<file path="config.mk">
export PLATFORM = sky130hd
export DESIGN_NAME = rr_mux_arb
export DESIGN_NICKNAME = d
export VERILOG_FILES = /design/src/rtl/mux_pkg.sv /design/src/rtl/rr_arbiter.sv /design/src/rtl/rr_mux_arb.sv
export SDC_FILE = /design/constraint.sdc
export NUM_CORES = 1
export LEC_CHECK = 0
export CORE_AREA = 8 8 74 76
export CTS_CLUSTER_SIZE = 10
export DETAILED_ROUTE_END_ITERATION = 6
export DIE_AREA = 0 0 82 84
export GPL_TIMING_DRIVEN = 0
export PLACE_DENSITY = 0.91
export SYNTH_ARGS = -nofsm -noshare
export SYNTH_HDL_FRONTEND = slang
export SYNTH_SLANG_ARGS = --single-unit
</file>
<file path="constraint.sdc">
create_clock -name clk -period 5.7 [get_ports clk]
set_input_delay 1.71 -clock clk [delete_from_list [all_inputs] [get_ports clk]]
set_output_delay 1.71 -clock clk [all_outputs]
set_load 0.01 [all_outputs]
</file>
<file path="src/rtl/mux_pkg.sv">
// Shared types and defaults for the round-robin valid/ready multiplexer.
// Optional burst limit is enabled by defining MUX_BURST_LIMIT_EN.
package mux_pkg;

  typedef enum logic [1:0] {
    SYNC = 2'd0,
    IDLE = 2'd1,
    LOCK = 2'd2
  } state_e;

  localparam int unsigned DefDataWidth  = 8;
  localparam int unsigned DefNumCh      = 4;
  localparam int unsigned DefIdleCycles = 3;
  localparam int unsigned DefMaxBurst   = 4;

  // Channel index width, never narrower than one bit.
  function automatic int unsigned ch_width(input int unsigned n);
    return (n > 2) ? $clog2(n) : 1;
  endfunction

endpackage

</file>
<file path="src/rtl/rr_arbiter.sv">
// Combinational round-robin arbiter: picks the first requester after last_ch_i,
// wrapping modulo NUM_CH.
module rr_arbiter
  import mux_pkg::*;
#(
  parameter int unsigned NUM_CH = DefNumCh,
  localparam int unsigned CH_W  = ch_width(NUM_CH)
) (
  input  logic [NUM_CH-1:0] req_i,
  input  logic [CH_W-1:0]   last_ch_i,
  output logic [NUM_CH-1:0] grant_o,
  output logic [CH_W-1:0]   grant_idx_o,
  output logic              any_req_o
);

  logic            found;
  logic [CH_W-1:0] idx_c;

  always_comb begin
    grant_o     = '0;
    grant_idx_o = '0;
    found       = 1'b0;
    idx_c       = '0;
    for (int unsigned k = 1; k <= NUM_CH; k++) begin
      idx_c = CH_W'((32'(last_ch_i) + k) % NUM_CH);
      if (!found && req_i[idx_c]) begin
        found          = 1'b1;
        grant_o[idx_c] = 1'b1;
        grant_idx_o    = idx_c;
      end
    end
  end

  assign any_req_o = found;

endmodule

</file>
<file path="src/rtl/rr_mux_arb.sv">
// N:1 valid/ready multiplexer with round-robin arbitration and per-channel burst lock.
// Define MUX_BURST_LIMIT_EN to force rotation after MAX_BURST beats of one lock.
module rr_mux_arb
  import mux_pkg::*;
#(
  parameter int unsigned DATA_WIDTH  = DefDataWidth,
  parameter int unsigned NUM_CH      = DefNumCh,
  parameter int unsigned IDLE_CYCLES = DefIdleCycles,
  parameter int unsigned MAX_BURST   = DefMaxBurst,
  localparam int unsigned CH_W       = ch_width(NUM_CH)
) (
  input  logic                         clk,
  input  logic                         reset_L,
  input  logic [NUM_CH-1:0]            valid_in,
  input  logic [NUM_CH*DATA_WIDTH-1:0] data_in,
  output logic [NUM_CH-1:0]            ready_in,
  output logic [DATA_WIDTH-1:0]        data_out,
  output logic [CH_W-1:0]              ch_out,
  output logic                         valid_out,
  input  logic                         ready_out
);

  state_e                state_q, state_d;
  logic [3:0]            idle_cnt_q, idle_cnt_d;
  logic [CH_W-1:0]       last_ch_q, last_ch_d;
  logic [CH_W-1:0]       lock_ch_q, lock_ch_d;
  logic [DATA_WIDTH-1:0] data_q, data_d;
  logic [CH_W-1:0]       ch_q, ch_d;
  logic                  valid_q, valid_d;

  logic                  slot_free;
  logic                  accept;
  logic                  rot_hold;
  logic [NUM_CH-1:0]     arb_req, arb_grant, grant, lock_oh;
  logic [CH_W-1:0]       arb_idx, sel_idx;
  logic                  arb_any;

  assign slot_free = !valid_q || ready_out;
  assign lock_oh   = NUM_CH'(1) << lock_ch_q;
  // A forced rotation blanks the arbiter for one cycle to create the bubble.
  assign arb_req   = rot_hold ? '0 : valid_in;

  rr_arbiter #(
    .NUM_CH(NUM_CH)
  ) u_arb (
    .req_i      (arb_req),
    .last_ch_i  (last_ch_q),
    .grant_o    (arb_grant),
    .grant_idx_o(arb_idx),
    .any_req_o  (arb_any)
  );

  always_comb begin
    grant   = '0;
    sel_idx = '0;
    unique case (state_q)
      SYNC: begin
        grant   = '0;
        sel_idx = '0;
      end
      IDLE: begin
        grant   = arb_any ? arb_grant : '0;
        sel_idx = arb_idx;
      end
      LOCK: begin
        grant   = lock_oh;
        sel_idx = lock_ch_q;
      end
      default: begin
        grant   = '0;
        sel_idx = '0;
      end
    endcase
  end

  assign ready_in = (state_q != SYNC && slot_free) ? grant : '0;
  assign accept   = |(valid_in & ready_in);

`ifdef MUX_BURST_LIMIT_EN
  logic [7:0] burst_cnt_q, burst_cnt_d;
  logic       hold_q, hold_d;

  assign rot_hold = hold_q;

  always_ff @(posedge clk or negedge reset_L) begin
    if (!reset_L) begin
      burst_cnt_q <= '0;
      hold_q      <= 1'b0;
    end else begin
      burst_cnt_q <= burst_cnt_d;
      hold_q      <= hold_d;
    end
  end
`else
  logic unused_max_burst;

  assign rot_hold         = 1'b0;
  assign unused_max_burst = ^MAX_BURST;
`endif

  always_comb begin
    state_d    = state_q;
    idle_cnt_d = idle_cnt_q;
    last_ch_d  = last_ch_q;
    lock_ch_d  = lock_ch_q;
`ifdef MUX_BURST_LIMIT_EN
    burst_cnt_d = burst_cnt_q;
    hold_d      = 1'b0;
`endif
    unique case (state_q)
      SYNC: begin
        if (|valid_in) begin
          idle_cnt_d = '0;
        end else if (idle_cnt_q == 4'(IDLE_CYCLES - 1)) begin
          state_d    = IDLE;
          idle_cnt_d = '0;
        end else begin
          idle_cnt_d = idle_cnt_q + 4'd1;
        end
      end
      IDLE: begin
        if (accept) begin
          state_d   = LOCK;
          lock_ch_d = arb_idx;
`ifdef MUX_BURST_LIMIT_EN
          burst_cnt_d = 8'd1;
          if (MAX_BURST == 1) begin
            state_d   = IDLE;
            last_ch_d = arb_idx;
            hold_d    = 1'b1;
          end
`endif
        end
      end
      LOCK: begin
        if (slot_free) begin
          // Lock owner went quiet: release, and this edge moves no beat.
          if (!valid_in[lock_ch_q]) begin
            state_d   = IDLE;
            last_ch_d = lock_ch_q;
          end
`ifdef MUX_BURST_LIMIT_EN
          else begin
            burst_cnt_d = burst_cnt_q + 8'd1;
            if (burst_cnt_d == 8'(MAX_BURST)) begin
              state_d   = IDLE;
              last_ch_d = lock_ch_q;
              hold_d    = 1'b1;
            end
          end
`endif
        end
      end
      default: state_d = SYNC;
    endcase
  end

  always_comb begin
    data_d  = data_q;
    ch_d    = ch_q;
    valid_d = valid_q;
    if (accept) begin
      data_d  = data_in[32'(sel_idx) * DATA_WIDTH +: DATA_WIDTH];
      ch_d    = sel_idx;
      valid_d = 1'b1;
    end else if (ready_out) begin
      valid_d = 1'b0;
    end
  end

  always_ff @(posedge clk or negedge reset_L) begin
    if (!reset_L) begin
      state_q    <= SYNC;
      idle_cnt_q <= '0;
      last_ch_q  <= CH_W'(NUM_CH - 1);
      lock_ch_q  <= '0;
      data_q     <= '0;
      ch_q       <= '0;
      valid_q    <= 1'b0;
    end else begin
      state_q    <= state_d;
      idle_cnt_q <= idle_cnt_d;
      last_ch_q  <= last_ch_d;
      lock_ch_q  <= lock_ch_d;
      data_q     <= data_d;
      ch_q       <= ch_d;
      valid_q    <= valid_d;
    end
  end

  assign data_out  = data_q;
  assign ch_out    = ch_q;
  assign valid_out = valid_q;

  a_ready_onehot: assert property (@(posedge clk) disable iff (!reset_L) $onehot0(ready_in));
  a_stall_stable: assert property (@(posedge clk) disable iff (!reset_L)
    (valid_out && !ready_out) |=> (valid_out && $stable(data_out) && $stable(ch_out)));

endmodule
</file>
Word level (Yosys, flattened, before mapping):

Index checks and enable logic that the tools add are counted.

* flip-flop bits (word level): 21
* latch bits: 0
* RAM bits: 0
* bits in read-only memories: 0
* bits of input ports: 39
* output and inout port bits: 15
* logic and storage cells: 101
* memories kept: 0

* $add $sub $neg: 5
* $mul: 0
* divide/modulo/power cells: 0
* $lt $le $gt $ge: 9
* equal/unequal tests: 8
* shift operators: 2
* mux-type cells: 44
* bitwise logic cells: 5
* reduce and logical (&&, ||, !) cells: 21

Operators with widths (count)
* 4-bit two-way mux: 8
* 32-bit by 6-bit variable part select with 8-bit output: 1
* 2-bit two-way mux: 9
* 2-bit by 3-bit less-than comparator with 1-bit output, second input constant: 5
* 1-bit two-way mux: 15
* 4-bit bitwise OR: 3
* 1-bit binary-select mux with 2-bit select: 5
* 2-bit != test, second input constant: 5
* 1-bit demux with 2-bit select: 4
* 2-bit by 1-bit greater-or-equal comparator with 1-bit output, second input constant: 4
* 1-bit logical AND: 8
* 4-bit case mux with 2 select lines: 1
* 4-bit OR reduction: 2
* 2-bit case mux with 3 select lines: 1
* 5-bit AND reduction: 1
* 2-bit by 1-bit adder with 2-bit output, second input constant: 2
* 2-bit adder, second input constant: 2
* 4-bit by 1-bit adder with 4-bit output, second input constant: 1
* 4-bit AND: 1
* 4-bit by 2-bit == test with 1-bit output, second input constant: 1
* 1-bit zero test: 4
* 2-bit case mux with 2 select lines: 1
* 2-bit nonzero test: 2
* 1-bit by 2-bit << shifter with 4-bit output, first input constant: 1
* 7 further kinds: 7

Logic depth before layout (Yosys ltp):

* depth after elaboration: 20
* depth in mapped cells: 13
* mapped depth without buffers: 9

Hierarchy:

A second synthesis with hierarchy kept.

* cell total of the unflattened synthesis: 232
* area, all modules: 2155.8 sq um

By module, submodules not included
* rr_mux_arb: times used 1, cells each 146, area each 1526.5 sq um, sequential area each 528.0 sq um
* rr_arbiter: times used 1, cells each 86, area each 629.4 sq um, sequential area each 0.0 sq um

Worst setup path after synthesis:

OpenSTA, ideal clock, no wires.

* path type: input port to output port
* start: input valid_in[3]
* end: output ready_in[0]
* arrival time: 3191 ps
* data required time: 3990 ps
* slack: 799 ps
* stages on the path: 7
* path buffers: 1
* path through: clkbuf_1 mux4_2 a21oi_1 nor3_1 a221o_1 a32oi_1 nor2_1

* cells in the longest elaborated chain, start to end: 15
* elaborated cells on any way between the ends: 28
* classes of those cells: mux (19); bitwise (3); reduce/logical (6)

RTL lines
* from (decl): line rr_mux_arb.sv:14 `input logic [NUM_CH-1:0] valid_in,`
* 1-bit binary-select mux with 2-bit select: line rr_arbiter.sv:26 `if (!found && req_i[idx_c]) begin`
* 1-bit two-way mux (not written as such): line rr_arbiter.sv:26
* 1-bit two-way mux: line rr_arbiter.sv:26
* 1-bit zero test: line rr_arbiter.sv:26
* 1-bit logical AND: line rr_arbiter.sv:26
* 1-bit two-way mux: line rr_arbiter.sv:26
* 1-bit zero test: line rr_arbiter.sv:26
* 1-bit logical AND: line rr_arbiter.sv:26
* 1-bit two-way mux: line rr_arbiter.sv:26
* 1-bit zero test: line rr_arbiter.sv:26
* 1-bit logical AND: line rr_arbiter.sv:26
* 4-bit two-way mux or 1-bit two-way mux (tied branches): line rr_arbiter.sv:26
* 4-bit two-way mux *: line rr_mux_arb.sv:62 `grant = arb_any ? arb_grant : '0;`
* 4-bit case mux with 2 select lines *: line rr_mux_arb.sv:56 `unique case (state_q)`
* 4-bit two-way mux *: line rr_mux_arb.sv:76 `assign ready_in = (state_q != SYNC && slot_free) ? grant : '0;`
* to (decl): line rr_mux_arb.sv:16 `output logic [NUM_CH-1:0] ready_in,`

Every way passes the cells marked *; elsewhere a longest branch is shown, timed or not. The select of a mux whose other input is x is not followed.

Final worst setup path:

* start: input valid_in[2]
* end: output ready_in[0]

The elaborated chain is that of the path after synthesis.

==> metrics.md <==
| Metric | Value |
|---|---|
| Status | finished clean |
| Seq/Total Area, Yosys | a little under a quarter |
| Data required time at the worst endpoint | roughly 4 ns |
| Die Area | a little under 0.007 mm² |
| Ys async rst share | between 90% and 100% |
| Die X | about 82 µm |
| Finish-stage setup viols | 0 |
| Vias in the first global route | roughly 2100 |
| Top cell type by total area after synthesis | dfrtp_1 |
| Top Layer Used | met4 |
| Maximum frequency from static timing analysis | about 180 MHz |
| DRT iter0 DRCs | 194 |
| Post-synth top cells | 37 x mux2i_1, 19 x dfrtp_1, 14 x ha_1, 14 x nand2_1, 12 x inv_1 |
| DRT antenna net count | 0 |
| NumNets Final | 350 |
| Die height | 84 µm |
| Setup crit end kind | primary output |
| Synthesis-stage register bit count | 21 |
| CP Launch Type | input port |
| Fin crit share | 97.2% |
| Synth-to-layout area growth | 31.4% |
| Top cells by area, synth | dfrtp_1 21%, mux2i_1 17%, ha_1 7.9%, mux2_4 4.0%, mux4_2 4.0% |
| Most instantiated library cell after synthesis | mux2i_1 |
| H-tree Lvls | 1 |
| Slew Limit Fails | 0 |
| Port Buffers | 52 |
| Core area | roughly 0.0043 mm² |
| Cell Area, Synth | 0.00223 mm² |
| R2R Setup Slk | ~1.6 ns |
| Worst-path clk slew | roughly 0.08 ns |
| Vias | around 2100 |
| Design Power | 1.25 mW |
| Top FF cell, synth | dfrtp_1 |
| Placed inst area | 0.00281 mm² |
| Routability Congestion | about 0.89 |
| Initial core utilization | between 50% and 60% |
| Clock sink count | 21 |
| Post-DR wirelength/cell | between 15 and 20 µm |
| Post-Syn Instances | around 230 |
| Max_cap viols | 0 |
| Antenna diodes | 0 |
| Final Hold Vio Count | 0 |
| Leakage Power | around 1.4 nW |
| Maximum number of pins on one net before global-route repair | 22 |
| Ports | 54 |
| Met1 Wirelength | ~2.4 mm |
| Mean Syn Cell Area | between 9 and 10 µm² |
| Yosys cell types | 54 |
| Syn Nets | 287 |
| Met3 WL | roughly 340 µm |
| Hold_buf cts | 0 |
| Dpl hpwl | about 4.8 mm |
| RSZ-0062 raised after global routing | no |
| Number of synthesized flops with an enable pin | 0 |
| Rows | 24 |
| Initial antenna violation count | 0 |
| Grt ovf | 0 |
| Minimum clock period | approximately 5.5 ns |
| Syn. warnings | 0 |
| First-pass GRT wire length | about 10 mm |
| Post-Layout Cell Count | between 300 and 400 |
| Share of layout cells above drive strength 1 | 16.2% |
| Final design utilization | between 60% and 70% |
| DRT Pass-1 Iters | 4 |
| Clock Tree Buf Depth | 2 |
| GRT Util Overall | between 10% and 20% |
| Met2 WL post-DR | between 3 and 4 mm |
| Clock Latency Late Sink | about 0.27 ns |
| Crit Path Category | input port to primary output |
| Fin Clk Skew | around 0.0013 ns |
| Drt total wl | between 6 and 7 mm |
| Post-route design area | slightly below 0.003 mm² |
| Inst Count DP | roughly 340 |
| Fin Hold WS | ~0.51 ns |
| DRC viols | 0 |
| Arrival time at the worst endpoint | 3.83 ns |
| Num CTS Buffers | 3 |
| TritonCTS clock tree | built |
| Drt via density | 5.92 |
| Maximum VDD drop | 237 µV |
| Pwr dens | ~430 mW/mm² |
| Root buffer cell | clkbuf_8 |
| Slew HR | 33.6% |
| Top-area cell type share of the netlist area | between 20% and 30% |
| Worst Tran Pin Value | slightly below 1 ns |
| Hold crit path type | register to register |
| Critical path fanouts, max | 8 |
final timing paths:
| kind | from | to | cells after the start |
|---|---|---|---|
| max in group asynchronous | reset_L | data_out[6] | 1 |
| hold / removal | data_out[0] | data_out[0] | 1 |
| min in group asynchronous | reset_L | data_out[5] | 1 |
| setup / recovery | valid_in[2] | ready_in[0] | 8 |
| setup reg to reg | last_ch_q[1] | data_out[2] | 13 |
| hold reg to reg | data_out[0] | data_out[0] | 1 |
layer usage:
| metal | vias up | GRT usage, % |
|---|---|---|
| met2 | 62 | 31.5 |
| li1 | 979 | - |
| met5 | - | 0 |
| met1 | 1008 | 21.9 |
| met3 | 11 | 3.45 |
| met4 | 0 | 4.31 |
final cells by class:
class,instances,area (µm²)
Multi-Input combinational cell,183,1560
Fill cell,314,1340
Timing Repair Buffer,58,562
Sequential cell,21,528
Buffer,18,120
Tap cell,52,65.1
Inverter,12,45.0
Clock buffer,3,41.3
Clock inverter,1,5.00
cells by family after synthesis:
family | count (synthesis) | synth area share [%]
buf+inv | 30 | 7.30
compound gates | 53 | 17.6
mux | 52 | 27.2
flops | 21 | 23.7
fa+ha+maj | 14 | 7.87
simple gates | 64 | 16.3
registers in the layout, summed over array words and instances, names as in the netlist:
| register | count |
|---|---|
| lock_ch_q | 2 |
| last_ch_q | 2 |
| idle_cnt_q | 4 |
| data_out | 8 |
| state_q | 2 |
| ch_out | 2 |
| valid_out | 1 |
repair_timing:
item | CTS | global route
endpoints found under the setup margin | 4 | 0
gates resized for setup | 9 | 0
buffers inserted | 6 | 0
power by group:
part           switching (mW)  internal (mW)
Sequential             0.0368          0.207
Combinational           0.447          0.458
Clock                  0.0506         0.0488
Total                   0.534          0.714
cell usage in the layout, fill, tap and decap left out, types with 3 or more instances in the layout:
| cell | instances |
|---|---|
| clkdlybuf4s50_1 | 49 |
| mux2i_1 | 36 |
| dfrtp_1 | 19 |
| nand2_1 | 14 |
| ha_1 | 14 |
| inv_1 | 12 |
| nor2_1 | 11 |
| clkbuf_1 | 9 |
| buf_4 | 9 |
| a21oi_1 | 9 |
| o21ai_0 | 8 |
| nand3_1 | 8 |
| mux2_4 | 6 |
| nor2b_1 | 5 |
| mux2_2 | 5 |
| nor3b_1 | 4 |
| mux4_2 | 4 |
| a22oi_1 | 4 |
| and2_1 | 4 |
| buf_6 | 3 |
| nand2b_1 | 3 |
| nor3_1 | 3 |
| o211ai_1 | 3 |
| or3_1 | 3 |
| clkbuf_8 | 3 |
| dlygate4sd2_1 | 3 |
worst max-delay path: stages:
cell and delay (ns):
dlygate4sd2_1 0.31, mux4_2 0.58, a21oi_2 0.21, nor3_1 0.06
a221o_1 0.27, a32oi_1 0.16, nor2_1 0.05, clkdlybuf4s50_1 0.47
stage by stage:
step	setup TNS [ns]	setup slack (ns)
2_1_floorplan	0	0.799
3_3_place_gp	-0.436	-0.201
3_5_place_dp	-0.578	-0.233
4_1_cts	0	0.166
5_1_grt	0	0.00901
6_report	0	0.161
No activity file was read; power rests on OpenSTA's default activity.
